## src/rtl/kb_event_sequencer_pkg.sv

```systemverilog
// Shared constants and types for the PS/2 set-2 event sequencer.
package kb_event_sequencer_pkg;

    localparam logic [7:0] PS2_E0 = 8'hE0;
    localparam logic [7:0] PS2_F0 = 8'hF0;

    localparam logic [7:0] FLT_00 = 8'h00;
    localparam logic [7:0] FLT_FF = 8'hFF;
    localparam logic [7:0] FLT_AA = 8'hAA;
    localparam logic [7:0] FLT_FA = 8'hFA;
    localparam logic [7:0] FLT_FE = 8'hFE;

    typedef enum logic [1:0] {
        ST_IDLE    = 2'd0,
        ST_EXT     = 2'd1,
        ST_BRK     = 2'd2,
        ST_EXT_BRK = 2'd3
    } kb_state_t;

    // Event word {ext, brk, code[7:0]}
    typedef struct packed {
        logic       ext;
        logic       brk;
        logic [7:0] code;
    } kb_evt_t;

    localparam int EVT_W = $bits(kb_evt_t);

    // Bytes that are keyboard housekeeping, not key data
    function automatic logic is_filtered(input logic [7:0] b);
        return (b == FLT_00) || (b == FLT_FF) || (b == FLT_AA) ||
               (b == FLT_FA) || (b == FLT_FE);
    endfunction

endpackage

```

## src/rtl/kb_evt_fifo.sv

```systemverilog
// Show-ahead event FIFO: head word is visible on dout whenever not empty.
import kb_event_sequencer_pkg::*;

module kb_evt_fifo #(
    parameter int DEPTH = 4
) (
    input  logic                     clk,
    input  logic                     reset,
    input  logic                     push,
    input  kb_evt_t                  din,
    input  logic                     pop,
    output kb_evt_t                  dout,
    output logic                     empty,
    output logic [$clog2(DEPTH):0]   count,
    output logic [$clog2(DEPTH):0]   count_next,
    output logic                     drop
);

    localparam int AW = $clog2(DEPTH);
    localparam int CW = AW + 1;

    kb_evt_t         mem [DEPTH];
    logic [AW-1:0]   wr_ptr;
    logic [AW-1:0]   rd_ptr;
    logic            full;
    logic            pop_ok;
    logic            push_ok;

    assign full    = (count == CW'(DEPTH));
    assign empty   = (count == '0);
    assign pop_ok  = pop & ~empty;
    // A full FIFO still accepts a push when the head leaves in the same cycle
    assign push_ok = push & (~full | pop_ok);
    assign drop    = push & full & ~pop_ok;

    assign count_next = count + CW'(push_ok) - CW'(pop_ok);

    // Empty FIFO presents an all-zero word so outputs match reset values
    assign dout = empty ? '0 : mem[rd_ptr];

    // Storage array, no reset needed: reads are masked while empty
    always_ff @(posedge clk) begin
        if (push_ok) mem[wr_ptr] <= din;
    end

    // Pointers and occupancy; pointers wrap naturally (DEPTH is a power of two)
    always_ff @(posedge clk or negedge reset) begin
        if (!reset) begin
            wr_ptr <= '0;
            rd_ptr <= '0;
            count  <= '0;
        end else begin
            if (push_ok) wr_ptr <= wr_ptr + AW'(1);
            if (pop_ok)  rd_ptr <= rd_ptr + AW'(1);
            count <= count_next;
        end
    end

endmodule

```

## src/rtl/kb_event_sequencer.sv

```systemverilog
// PS/2 receive sequencer: parses E0/F0 prefixes into key events and queues them.
import kb_event_sequencer_pkg::*;

module kb_event_sequencer #(
    parameter int FIFO_DEPTH     = 4,
    parameter int TIMEOUT_CYCLES = 2_500_000
) (
    input  logic                          clk,
    input  logic                          reset,
    input  logic                          rx_done_tick,
    input  logic [7:0]                    rx_data,
    output logic                          rx_en,
    output logic                          evt_valid,
    input  logic                          evt_ready,
    output logic [7:0]                    evt_code,
    output logic                          evt_ext,
    output logic                          evt_brk,
    output logic [$clog2(FIFO_DEPTH):0]   evt_count,
    output logic                          overflow,
    output logic                          timeout
);

    localparam int CW = $clog2(FIFO_DEPTH) + 1;
    localparam int TW = (TIMEOUT_CYCLES > 1) ? $clog2(TIMEOUT_CYCLES) : 1;

    kb_state_t       state_q, state_d;
    logic [TW-1:0]   tmo_cnt;
    logic            tmo_hit;
    logic            push;
    kb_evt_t         push_evt;
    kb_evt_t         head;
    logic            empty;
    logic [CW-1:0]   count_next;
    logic            drop;

    // Parser next-state: a received byte always takes priority over timeout
    always_comb begin
        state_d  = state_q;
        push     = 1'b0;
        push_evt = '0;
        tmo_hit  = 1'b0;
        if (rx_done_tick) begin
            if (is_filtered(rx_data)) begin
                state_d = ST_IDLE;
            end else if (rx_data == PS2_E0) begin
                state_d = ST_EXT;
            end else if (rx_data == PS2_F0) begin
                state_d = (state_q == ST_EXT) ? ST_EXT_BRK : ST_BRK;
            end else begin
                push          = 1'b1;
                push_evt.ext  = (state_q == ST_EXT) || (state_q == ST_EXT_BRK);
                push_evt.brk  = (state_q == ST_BRK) || (state_q == ST_EXT_BRK);
                push_evt.code = rx_data;
                state_d       = ST_IDLE;
            end
        end else if (state_q != ST_IDLE && tmo_cnt == TW'(TIMEOUT_CYCLES - 1)) begin
            tmo_hit = 1'b1;
            state_d = ST_IDLE;
        end
    end

    // Parser state register
    always_ff @(posedge clk or negedge reset) begin
        if (!reset) state_q <= ST_IDLE;
        else        state_q <= state_d;
    end

    // Prefix timeout counter: runs only while waiting inside a prefix sequence
    always_ff @(posedge clk or negedge reset) begin
        if (!reset)                                        tmo_cnt <= '0;
        else if (rx_done_tick || state_q == ST_IDLE || tmo_hit) tmo_cnt <= '0;
        else                                               tmo_cnt <= tmo_cnt + TW'(1);
    end

    // Status flags: timeout pulse, sticky overflow, receiver gate from next occupancy
    always_ff @(posedge clk or negedge reset) begin
        if (!reset) begin
            timeout  <= 1'b0;
            overflow <= 1'b0;
            rx_en    <= 1'b1;
        end else begin
            timeout  <= tmo_hit;
            if (drop) overflow <= 1'b1;
            rx_en    <= (count_next != CW'(FIFO_DEPTH));
        end
    end

    kb_evt_fifo #(.DEPTH(FIFO_DEPTH)) u_fifo (
        .clk        (clk),
        .reset      (reset),
        .push       (push),
        .din        (push_evt),
        .pop        (evt_valid & evt_ready),
        .dout       (head),
        .empty      (empty),
        .count      (evt_count),
        .count_next (count_next),
        .drop       (drop)
    );

    assign evt_valid = ~empty;
    assign evt_code  = head.code;
    assign evt_ext   = head.ext;
    assign evt_brk   = head.brk;

endmodule

```

## config.mk

```make
export PLATFORM = sky130hd
export DESIGN_NAME = kb_event_sequencer
export DESIGN_NICKNAME = d
export VERILOG_FILES = /design/src/rtl/kb_event_sequencer_pkg.sv /design/src/rtl/kb_evt_fifo.sv /design/src/rtl/kb_event_sequencer.sv
export SDC_FILE = /design/constraint.sdc
export NUM_CORES = 1
export LEC_CHECK = 0
export BUFFER_PORTS_ARGS = -buffer_cell sky130_fd_sc_hd__buf_4
export CAP_MARGIN = 20
export CORE_MARGIN = 2
export CORE_UTILIZATION = 45
export CTS_BUF_LIST = sky130_fd_sc_hd__clkbuf_8 sky130_fd_sc_hd__clkbuf_16
export DETAILED_ROUTE_END_ITERATION = 8
export GPL_TIMING_DRIVEN = 0
export HOLD_SLACK_MARGIN = 0.05
export PLACE_DENSITY = 0.67
export RECOVER_POWER = 100
export SETUP_SLACK_MARGIN = 0.2
export SYNTH_ARGS = -nofsm -noshare
export SYNTH_HDL_FRONTEND = slang
export SYNTH_SLANG_ARGS = --single-unit
```

## constraint.sdc

```tcl
create_clock -name clk -period 3.1 [get_ports clk]
set_input_delay 0 -clock clk [delete_from_list [all_inputs] [get_ports clk]]
set_output_delay 0 -clock clk [all_outputs]
set_load 0.05 [all_outputs]
```

==> metrics.md, run 1 <==
| Metric | Value |
|---|---|
| Status | `finished, violations left` |
| Failing checks | `capacitance limit, slew limit` |
| Area Overhead vs Synth | `14.8%` |
| Fin crit share | `82.7%` |
| Setup Skew | `around 0.0095 ns` |
| Die Footprint | `0.00831 mm2` |
| Max incr delay on CP | `0.72 ns` |
| Clock Latency Late Sink | `0.35 ns` |
| Crit Path Class | `reg2reg` |
| Min Tclk post-route | `2.56 ns` |
| Htree depth | `3` |
| Placed cell count | `387` |
| Register Area | `0.00205 mm2` |
| Setup TNS | `0 ns` |
| All-Layer GR Usage | `17.2%` |
| Overall routed net length | `approximately 6500 um` |
| First-pass GRT wire length | `11,100 um` |
| DRT antenna net count | `0` |
| FMAX | `390 MHz` |
| Largest net degree at the start of global routing | `35` |
| DR DRC count | `0` |
| Number of distinct library cells after synthesis | `43` |
| Minimum hold slack | `0.0637 ns` |
| Synth area leader | `edfxtp_1` |
| Cells after synthesis | `260` |
| # setup viols final | `0` |
| Post-synth EDFFs | `40` |
| Rel. slew slack | `-23.0%` |
| Fill count | `649` |
| Worst hold path class | `in2reg` |
| Top cells by area, synth | `edfxtp_1, dfrtp_1, mux4_2, and2_1, xnor2_1` |
| Top post-synthesis cells by count | `edfxtp_1, dfrtp_1, and2_1` |
| Fraction of layout instances using a drive strength above 1 | `14.3%` |
| Clock-pin slew on the worst setup and hold paths | `~0.080 ns` |
| CP arrival | `2.84 ns` |
| Die X | `91.2 um` |
| Mapped Area | `0.00342 mm2` |
| 1st-pass router iterations | `4` |
| Slack of the worst reg-to-reg path | `0.54 ns` |
| Total number of vias | `2,198` |
| CTS max path bufs | `2` |
| Top-area cell type share of the netlist area | `35.1%` |
| Most used cell, CP | `xnor2_1` |
| Final worst-path setup slack | `0.537 ns` |
| Worst path cell trace | `or4b_2, o21ai_1, nor4_1, ha_1, fa_1, xnor2_1, xnor2_1, nand2_1` |
| Critical path startpoint category | `flip-flop` |
| Routed length per instance | `16.1 um` |
| RSZ-0062 raised after global routing | `false` |
| Clock power frac | `24.9%` |
| Placer Congestion | `0.800` |
| Net Sw Power | `1290 uW` |
| Switching Share | `38.6%` |
| Post-route insts no fill | `406` |
| Synth Warn # | `0` |
| Final Hold Viols | `0` |
| Vias per inst | `5.41` |
| Seq cells post-synth | `74` |
| Number of setup buffers added after CTS | `0` |
| DR iter-0 viols | `90` |
| PwrDens | `853 mW/mm2` |
| Critical path required time | `roughly 3.4 ns` |
| Number of global-route vias before repair | `~2.2k` |
| Nets | `roughly 320` |
| CORE AREA | `0.00729 mm2` |
| GR Overflow Total | `0` |
| Number of max-cap violations | `1` |
| HPWL Detailed | `around 4500 um` |
| Worst setup path start | `u_fifo.count[0]` |
| IO Port Bufs | `28` |
| Site Rows | `31` |
| Crit Path Max Fanout | `7` |
| Crit path max-delay cell type | `or4b_2` |
| CTS Root Cell | `clkbuf_8` |
| Pre-CTS setup slack | `about 0.57 ns` |
| Worst Setup End Kind | `flip-flop` |
| Mapped Nets | `280` |
| Die Height | `about 91 um` |
| CTS Buf Count | `9` |
| Syn avg cell area | `approximately 13 um2` |
| Lkg Pwr | `0.00140 uW` |
| Reg-to-Reg Start | `u_fifo.count[0]` |
| Most common cell in the netlist | `edfxtp_1` |
| CTS Sinks | `74` |
| Final Power | `approximately 3300 uW` |
| Max Slew Vio Count | `35` |
| Register area share after synthesis | `60.0%` |
| Flop pwr share | `38.4%` |
| Ports | `29` |
| CTS tree | `yes` |
| Initial core utilization | `46.9%` |
| Initial antenna violation count | `0` |
| Main synth FF type | `edfxtp_1` |
| Worst Tran Pin Value | `about 1.8 ns` |
| Multi-input logic area | `0.00129 mm2` |
| Internal | `2050 uW` |
| Asr flop ratio synth | `45.9%` |
| Diode count | `0` |
| Comb pwr share | `36.7%` |
| Hold Crit Start | `rx_data[4]` |
| Worst-case vdd ir drop | `0.358 mV` |
==> critical path, delay by kind of cell (launching register included) <==
| family | cells | cell delay (ns) |
|---|---|---|
| xor gates and xnor gates | 2 | 0.37 |
| DFF | 1 | 0.40 |
| and+or+nand+nor | 3 | 0.95 |
| adders and majority gates | 2 | 0.66 |
| AOI/OAI and AO/OA | 1 | 0.11 |
==> registers in the layout (all words and copies together) (netlist names), 2 cells and up <==
register,count
u_fifo.mem,40
u_fifo.rd_ptr,2
state_q,2
u_fifo.count,3
tmo_cnt,22
u_fifo.wr_ptr,2
==> logic make-up after synthesis <==
| family | share of synthesized area [%] |
|---|---|
| buf+inv | 1.94 |
| mux | 6.92 |
| fa+ha+maj | 3.15 |
| flops | 60.0 |
| simple gates | 19.1 |
| compound gates | 4.28 |
| xor+xnor | 4.61 |
==> layout make-up <==
cell class,count,share of cell area (%)
sequential,74,52.3
multi-input combinational,169,32.9
timing repair buffer,31,4.30
clock buffer,9,3.16
tap,99,3.16
clock inverter,7,2.55
inverter,11,1.05
buffer,6,0.606
==> routing by layer <==
| layer | global-route usage [%] | vias to the layer above | share of wire, % |
|---|---|---|---|
| met4 | 6.57 | 0 | 2.0 |
| met2 | 28.6 | 52 | 49 |
| li1 | - | 1058 | - |
| met5 | 0 | - | 0 |
| met1 | 22.1 | 1075 | 46 |
| met3 | 3.49 | 13 | 3.7 |
==> final timing paths <==
check	endpoint	depth (start not counted)
setup / recovery	rx_en	8
hold / removal	state_q[0]	3
setup reg to reg	rx_en	8
hold reg to reg	overflow	1
max in group asynchronous	state_q[1]	2
min in group asynchronous	u_fifo.wr_ptr[0]	2
==> power by group through the flow <==
stage | clock (uW) | sequential [uW] | combinational, uW
CTS | 849 | 1290 | 1370
global route | 891 | 1310 | 1320
global placement | 0 | 1300 | 1340
floorplan | 0 | 1390 | 903
detailed placement | 0 | 1310 | 1360
finish | 835 | 1290 | 1230
==> placed cells by master (no fill, tap or decap), drive strengths merged, types with 2 or more instances in the layout <==
master	n
nor4b	2
dfrtp	33
buf	10
or3	5
dlygate4sd3	3
and3	3
clkinv	3
or4b	2
xnor2	11
a21oi	8
and2	24
or4	6
and4	2
nand2	11
nand4	11
bufinv	2
inv	13
mux4	10
nand3	7
nor4	8
edfxtp	40
ha	7
o21ai	8
nor2	21
clkbuf	33
xor2	7
nor3	4
==> what timing repair did <==
| item | 4_1_cts | 5_1_grt |
|---|---|---|
| hold buffers | 3 | 0 |
| endpoints found under the hold margin | 39 | 0 |
| resized for setup | 0 | 0 |
==> through the flow <==
step	util, %	area [um2]
after floorplan	-	3420
after global placement	51.5	3750
after detailed placement	51.5	3750
after CTS	55.0	4010
after global routing	53.8	3930
final	53.8	3930
Power figures use the tool's default switching activity.
==> run 2, diff against run 1 <==
PLACE_DENSITY = 0.69   (was 0.67)
clock period = 2.05 ns   (was 3.1 ns; I/O delays follow)
==> run 2 against run 1 <==
Effect of this change:
- the flow finishes with violations (setup timing)
- via count increased by 9.5%
- sequential power increased by 50%
- largest cell class unchanged
- die area unchanged
- combinational power increased by 93%
- register-to-register slack got worse by 0.69 ns
- final cell count increased by 7.9%
- wire length increased by 10%
- count of clock-buffer cells in the layout increased by 1
- cell area increased by 13%
==> metrics.md, run 2 (same netlist as run 1, synthesis figures left out) <==
| Metric | Value |
|---|---|
| Status | `finished, violations left` |
| Final Hold Viols | `0 (unchanged)` |
| Fin crit share | `107% (+25 points)` |
| Reg-to-Reg Start | `u_fifo.count[1]` |
| Vias per inst | `5.49 (+1.5%)` |
| CTS max path bufs | `2 (unchanged)` |
| Crit Path Max Fanout | `3 (-4)` |
| Internal | `3630 uW (+76%)` |
| IO Port Bufs | `28 (unchanged)` |
| Placer Congestion | `0.808 (+0.97%)` |
| Fill count | `596 (-8.2%)` |
| Nets | `354 (+9.9%)` |
| DR iter-0 viols | `190 (+110%)` |
| PwrDens | `1280 mW/mm2 (+50%)` |
| Critical Path End | `rx_en` |
| Area Overhead vs Synth | `29.6%` |
| Largest reg by FF count | `u_fifo.mem` |
| Pre-CTS setup slack | `-0.348 ns (-0.923 ns)` |
| Comb pwr share | `41.9% (+5.2 points)` |
| R2R depth | `9 (+1)` |
| Clock Latency Late Sink | `0.34 ns (about the same)` |
| CTS Sinks | `74 (unchanged)` |
| DRT antenna net count | `0 (unchanged)` |
| Switching Share | `36.2% (-2.4 points)` |
| Clock power frac | `24.0% (-0.9 points)` |
| Most frequent cells in the layout | `edfxtp_1, buf_4, dfrtp_1` |
| Slack of the worst reg-to-reg path | `-0.15 ns (-0.69 ns)` |
| CP arrival | `2.48 ns (-0.36 ns)` |
| Worst Setup End Kind | `flip-flop` |
| Lkg Pwr | `0.00165 uW (+18%)` |
| Initial core utilization | `46.9% (unchanged)` |
| Max FFs per register | `40 (unchanged)` |
| GR Overflow Total | `0 (unchanged)` |
| Routed length per instance | `16.5 um (+2.2%)` |
| HPWL Detailed | `4490 um (-0.66%)` |
| FMAX | `454 MHz (+16%)` |
| Flop pwr share | `34.1% (-4.3 points)` |
| Fraction of layout instances using a drive strength above 1 | `36.3% (+22 points)` |
| RSZ-0062 raised after global routing | `true` |
| Commonest non-fill, non-tap cell in the layout | `edfxtp_1` |
| Worst hold path class | `in2reg` |
| Post-route core utilization | `60.8% (+6.9 points)` |
| Worst setup path start | `u_fifo.count[1]` |
| Setup Skew | `0.0102 ns (+0.000691 ns)` |
| Post-route insts no fill | `438 (+7.9%)` |
| First-pass GRT wire length | `12,000 um (+8.3%)` |
| Critical path required time | `2.32 ns (-1.06 ns)` |
| Die X | `91.2 um (unchanged)` |
| Ports | `29 (unchanged)` |
| Die Footprint | `0.00831 mm2 (unchanged)` |
| Htree depth | `3 (unchanged)` |
| Clock-pin slew on the worst setup and hold paths | `0.07 ns (about the same)` |
| CTS tree | `yes` |
| Total number of vias | `2,406 (+9.5%)` |
| CTS Root Cell | `clkbuf_8` |
| Diode count | `0 (unchanged)` |
| RR Endpoint | `rx_en` |
| 1st-pass router iterations | `4 (unchanged)` |
| Die Height | `91.2 um (unchanged)` |
| Min Tclk post-route | `2.20 ns (-0.360 ns)` |
| Failing checks | `setup timing` |
| CTS Buf Count | `9 (unchanged)` |
| DR DRC count | `0 (unchanged)` |
| Overall routed net length | `7220 um (+10%)` |
| Largest net degree at the start of global routing | `35 (unchanged)` |
| Number of max-cap violations | `0 (-1)` |
| Number of global-route vias before repair | `2,379 (+7.4%)` |
| Final worst-path setup slack | `-0.152 ns (-0.690 ns)` |
| CORE AREA | `0.00729 mm2 (unchanged)` |
| Critical path startpoint category | `flip-flop` |
| Site Rows | `31 (unchanged)` |
| # setup viols final | `2 (+2)` |
| Net Sw Power | `2060 uW (+59%)` |
| Crit Path Class | `reg2reg` |
| Worst Tran Pin Value | `0.850 ns (-0.994 ns)` |
| Top Registers | `u_fifo.mem (40), tmo_cnt (22), u_fifo.count (3)` |
| Worst-case vdd ir drop | `0.522 mV (+46%)` |
| Placed cell count | `387 (unchanged)` |
| Initial antenna violation count | `0 (unchanged)` |
| Max Slew Vio Count | `0 (-100%)` |
| Rel. slew slack | `43.3% (+66 points)` |
| Setup TNS | `-0.250 ns (-0.250 ns)` |
| All-Layer GR Usage | `18.7% (+1.5 points)` |
run 2: cell count changes in the layout (fill, tap and decap cells not counted), moves of 4 or more:
cell | before | now
clkbuf_1 | 24 | 10
and2_1 | 14 | 9
a21oi_1 | 8 | 3
dfrtp_2 | 0 | 11
a21oi_2 | 0 | 5
clkbuf_2 | 0 | 5
and2_4 | 0 | 9
buf_4 | 9 | 36
dfrtp_1 | 33 | 22
buf_6 | 0 | 4
run 2: power groups by stage:
stage | registers (uW) | logic (uW) | clock network [uW]
floorplan | 2120 | 1440 | 0
global placement | 1980 | 2130 | 0
detailed placement | 1990 | 2150 | 0
CTS | 1950 | 2450 | 1380
global route | 1970 | 2530 | 1450
finish | 1940 | 2380 | 1370
run 2: worst min path at each step:
| stage | start | to | cells past startpoint |
|---|---|---|---|
| 2_1_floorplan | reset | overflow | 0 |
| 3_3_place_gp | reset | tmo_cnt[16] | 1 |
| 3_5_place_dp | reset | tmo_cnt[16] | 1 |
| 4_1_cts | rx_data[1] | u_fifo.mem[0][1] | 2 |
| 5_1_grt | rx_data[4] | state_q[0] | 3 |
| 6_report | rx_data[4] | state_q[0] | 3 |
run 2: stage by stage:
step | hold slack [ns] | area (um2) | power (uW)
finish | 0.0802 | 4430 | 5680
global route | 0.0823 | 4430 | 5950
CTS | 0.0523 | 4340 | 5780
detailed placement | -0.0213 | 3810 | 4150
global placement | -0.0268 | 3810 | 4100
floorplan | -0.296 | 3480 | 3560
run 2: timing repair:
action / 4_1_cts / 5_1_grt
setup endpoints to repair: 73 / 75
pin swaps: 10 / 12
hold buffers: 6 / 0
buffers inserted: 14 / 11
resized for setup: 30 / 29
endpoints found under the hold margin: 49 / 0
gates cloned: 4 / 0
run 2: metal layers:
metal / GRT usage (%) / vias to the layer above / wire (um)
met5: 0 / - / 0
met4: 6.57 / 0 / 117
met3: 4.65 / 13 / 368
met2: 30.4 / 63 / 3640
met1: 24.5 / 1200 / 3100
li1: - / 1130 / -
run 2: critical path: stages (launching register included):
cell and delay [ns]:
dfrtp_2 0.42, or3_4 0.37, and2_4 0.16, ha_4 0.26
inv_2 0.04, ha_4 0.14, fa_2 0.34, xnor2_2 0.18
xnor2_2 0.14, nand2_1 0.08
run 2: cell type report:
class | instances | area (um2) | area share (%)
Tap cell | 99 | 124 | 2.80
Multi-Input combinational cell | 173 | 1490 | 33.7
Clock buffer | 10 | 138 | 3.11
Sequential cell | 74 | 2070 | 46.6
Timing Repair Buffer | 59 | 422 | 9.51
Buffer | 6 | 41.3 | 0.932
Clock inverter | 6 | 105 | 2.37
Inverter | 11 | 41.3 | 0.932
==> run 3, diff against run 2 <==
MAX_ROUTING_LAYER = met4   (was unset)
REMOVE_ABC_BUFFERS = 1   (was unset)
==> run 3 against run 2 <==
Effect of this change:
- the flow still finishes with violations (setup timing)
- wire length fell by 3.3%
- critical path type unchanged
- count of clock-buffer cells in the layout did not move
- setup slack got worse by 0.052 ns
- largest power group unchanged
- sequential power rose by 6%
- combinational power fell by 7%
==> metrics.md, run 3 (same netlist as run 1, synthesis figures left out) <==
| Metric | Value |
|---|---|
| Worst path cell trace | `or3_4, and2_4, ha_4, inv_2, ha_4, fa_2, xnor2_2, xnor2_2, nand2_1` |
| Pre-CTS setup slack | `-0.613 ns (-0.265 ns)` |
| Routed length per instance | `16.4 um (-0.35%)` |
| Worst Setup End Kind | `flip-flop` |
| GR Overflow Total | `0 (unchanged)` |
| Htree depth | `3 (unchanged)` |
| Max FFs per register | `40 (unchanged)` |
| Critical path required time | `2.33 ns (about the same)` |
| Worst hold path class | `in2reg` |
| CORE AREA | `0.00729 mm2 (unchanged)` |
| Final worst-path setup slack | `-0.204 ns (-0.0515 ns)` |
| RSZ-0062 raised after global routing | `true` |
| Die Footprint | `0.00831 mm2 (unchanged)` |
| DR iter-0 viols | `127 (-33%)` |
| DR DRC count | `0 (unchanged)` |
| CTS Sinks | `74 (unchanged)` |
| CP arrival | `2.53 ns (+0.05 ns)` |
| Failing checks | `setup timing` |
| PwrDens | `1270 mW/mm2 (-1.4%)` |
| Number of global-route vias before repair | `2,235 (-6.1%)` |
| # setup viols final | `12 (+10)` |
| First-pass GRT wire length | `11,300 um (-5.9%)` |
| Max Slew Vio Count | `0 (unchanged)` |
| Fraction of layout instances using a drive strength above 1 | `35.6% (-0.70 points)` |
| Ports | `29 (unchanged)` |
| Most frequent cells in the layout | `buf_4, edfxtp_1, dfrtp_1` |
| IO Port Bufs | `28 (unchanged)` |
| Final Power | `5480 uW (-3.7%)` |
| CTS Buf Count | `9 (unchanged)` |
| HPWL Detailed | `4370 um (-2.7%)` |
| Area Overhead vs Synth | `26.6%` |
| Top Registers | `u_fifo.mem (40), tmo_cnt (22), u_fifo.count (3)` |
| 1st-pass router iterations | `4 (unchanged)` |
| Lkg Pwr | `0.00162 uW (-1.7%)` |
| FMAX | `444 MHz (-2.3%)` |
| Diode count | `0 (unchanged)` |
| Total number of vias | `2,307 (-4.1%)` |
| Site Rows | `31 (unchanged)` |
| Number of max-cap violations | `0 (unchanged)` |
| Die Height | `91.2 um (unchanged)` |
| Critical path startpoint category | `flip-flop` |
| Vias per inst | `5.43 (-1.2%)` |
| Setup Skew | `0.0111 ns (+0.000860 ns)` |
| Final Hold Viols | `0 (unchanged)` |
| Initial core utilization | `46.9% (unchanged)` |
| Rel. slew slack | `41.0% (-2.3 points)` |
| Largest net degree at the start of global routing | `35 (unchanged)` |
| All-Layer GR Usage | `18.1% (-0.62 points)` |
| Worst Tran Pin Value | `0.877 ns (+0.0264 ns)` |
| Commonest non-fill, non-tap cell in the layout | `buf_4` |
| CTS tree | `yes` |
| CTS Root Cell | `clkbuf_8` |
| Crit Path Max Fanout | `3 (unchanged)` |
| DRT antenna net count | `0 (unchanged)` |
| Min Tclk post-route | `2.25 ns (+0.0515 ns)` |
| Max incr delay on CP | `0.42 ns (about the same)` |
| Status | `finished, violations left` |
| Overall routed net length | `6980 um (-3.3%)` |
| Crit Path Class | `reg2reg` |
| CTS max path bufs | `2 (unchanged)` |
| Die X | `91.2 um (unchanged)` |
| Nets | `341 (-3.7%)` |
| Clock Latency Late Sink | `0.35 ns (about the same)` |
| Fin crit share | `110% (+2.5 points)` |
| Worst-case vdd ir drop | `0.397 mV (-24%)` |
| Clock-pin slew on the worst setup and hold paths | `0.09 ns (+0.02 ns)` |
| Initial antenna violation count | `0 (unchanged)` |
| Placer Congestion | `0.810 (+0.21%)` |
| Crit path max-delay cell type | `dfrtp_1` |
| Fill count | `601 (+0.84%)` |
| Largest reg by FF count | `u_fifo.mem` |
[run 3: cell types whose count changed in the layout (fill, tap and decap cells not counted), sizes merged, moves of 2 or more]
cell	change
bufinv	-2
clkbuf	-14
and2	-3
buf	+3
clkinv	+2
[run 3: through the flow]
stage | instance area, um2 | utilization (%) | TNS, ns | std cells | hold WS [ns]
after floorplan | 3390 | - | -6.35 | 254 | -0.296
after global placement | 3730 | 51.1 | -23.50 | 381 | -0.0299
after detailed placement | 3740 | 51.3 | -16.19 | 382 | -0.0274
after CTS | 4200 | 57.7 | -1.47 | 416 | 0.0532
after global routing | 4330 | 59.4 | -2.19 | 425 | 0.0744
final | 4330 | 59.4 | -0.810 | 425 | 0.0776
[run 3: cell type report]
type                       count  area [um2]  share of cell area (%)
clock inverter                 6        70.1                    1.62
timing repair buffer          55         435                    10.1
inverter                      11        41.3                   0.954
clock buffer                  10         149                    3.44
tap                           99         124                    2.86
sequential                    74        2070                    47.7
multi-input combinational    170        1440                    33.4
[run 3: power breakdown]
part | leakage, uW | internal [uW] | switching (uW)
Sequential | 0.000806 | 1840 | 214
Combinational | 0.000705 | 925 | 1290
Clock | 0.000112 | 647 | 564
[run 3: critical path: cells and delay by family, from the launching register on]
family | cells | cell delay, ns
xor gates and xnor gates | 2 | 0.32
adders and majority gates | 3 | 0.75
buffers and inverters | 1 | 0.04
DFF | 1 | 0.42
and+or+nand+nor | 3 | 0.66
[run 3: timing repair]
action	in CTS	in global routing
endpoints found under the hold margin	49	0
cloned	1	0
hold buffers	7	0
resized for setup	28	19
pin swaps	13	8
buffers inserted	10	9
endpoints found under the setup margin	76	56
[run 3: routing by layer]
| layer | global-route usage [%] | routed length (um) | up-vias |
|---|---|---|---|
| met5 | - | 0 | - |
| met4 | 5.30 | 64 | 0 |
| met3 | 4.73 | 269 | 8 |
| met2 | 28.1 | 3560 | 48 |
| met1 | 23.6 | 3090 | 1159 |
| li1 | - | - | 1092 |
[run 3: path summary, 6_finish.rpt]
check                      cells past startpoint  slack, ns               end             from
setup / recovery                               9      -0.20             rx_en  u_fifo.count[1]
hold / removal                                 2       0.08  u_fifo.mem[3][1]       rx_data[1]
setup reg to reg                               9      -0.20             rx_en  u_fifo.count[1]
hold reg to reg                                1       0.52          overflow         overflow
max in group asynchronous                      2       1.19        tmo_cnt[3]            reset
min in group asynchronous                      2       0.28       tmo_cnt[13]            reset
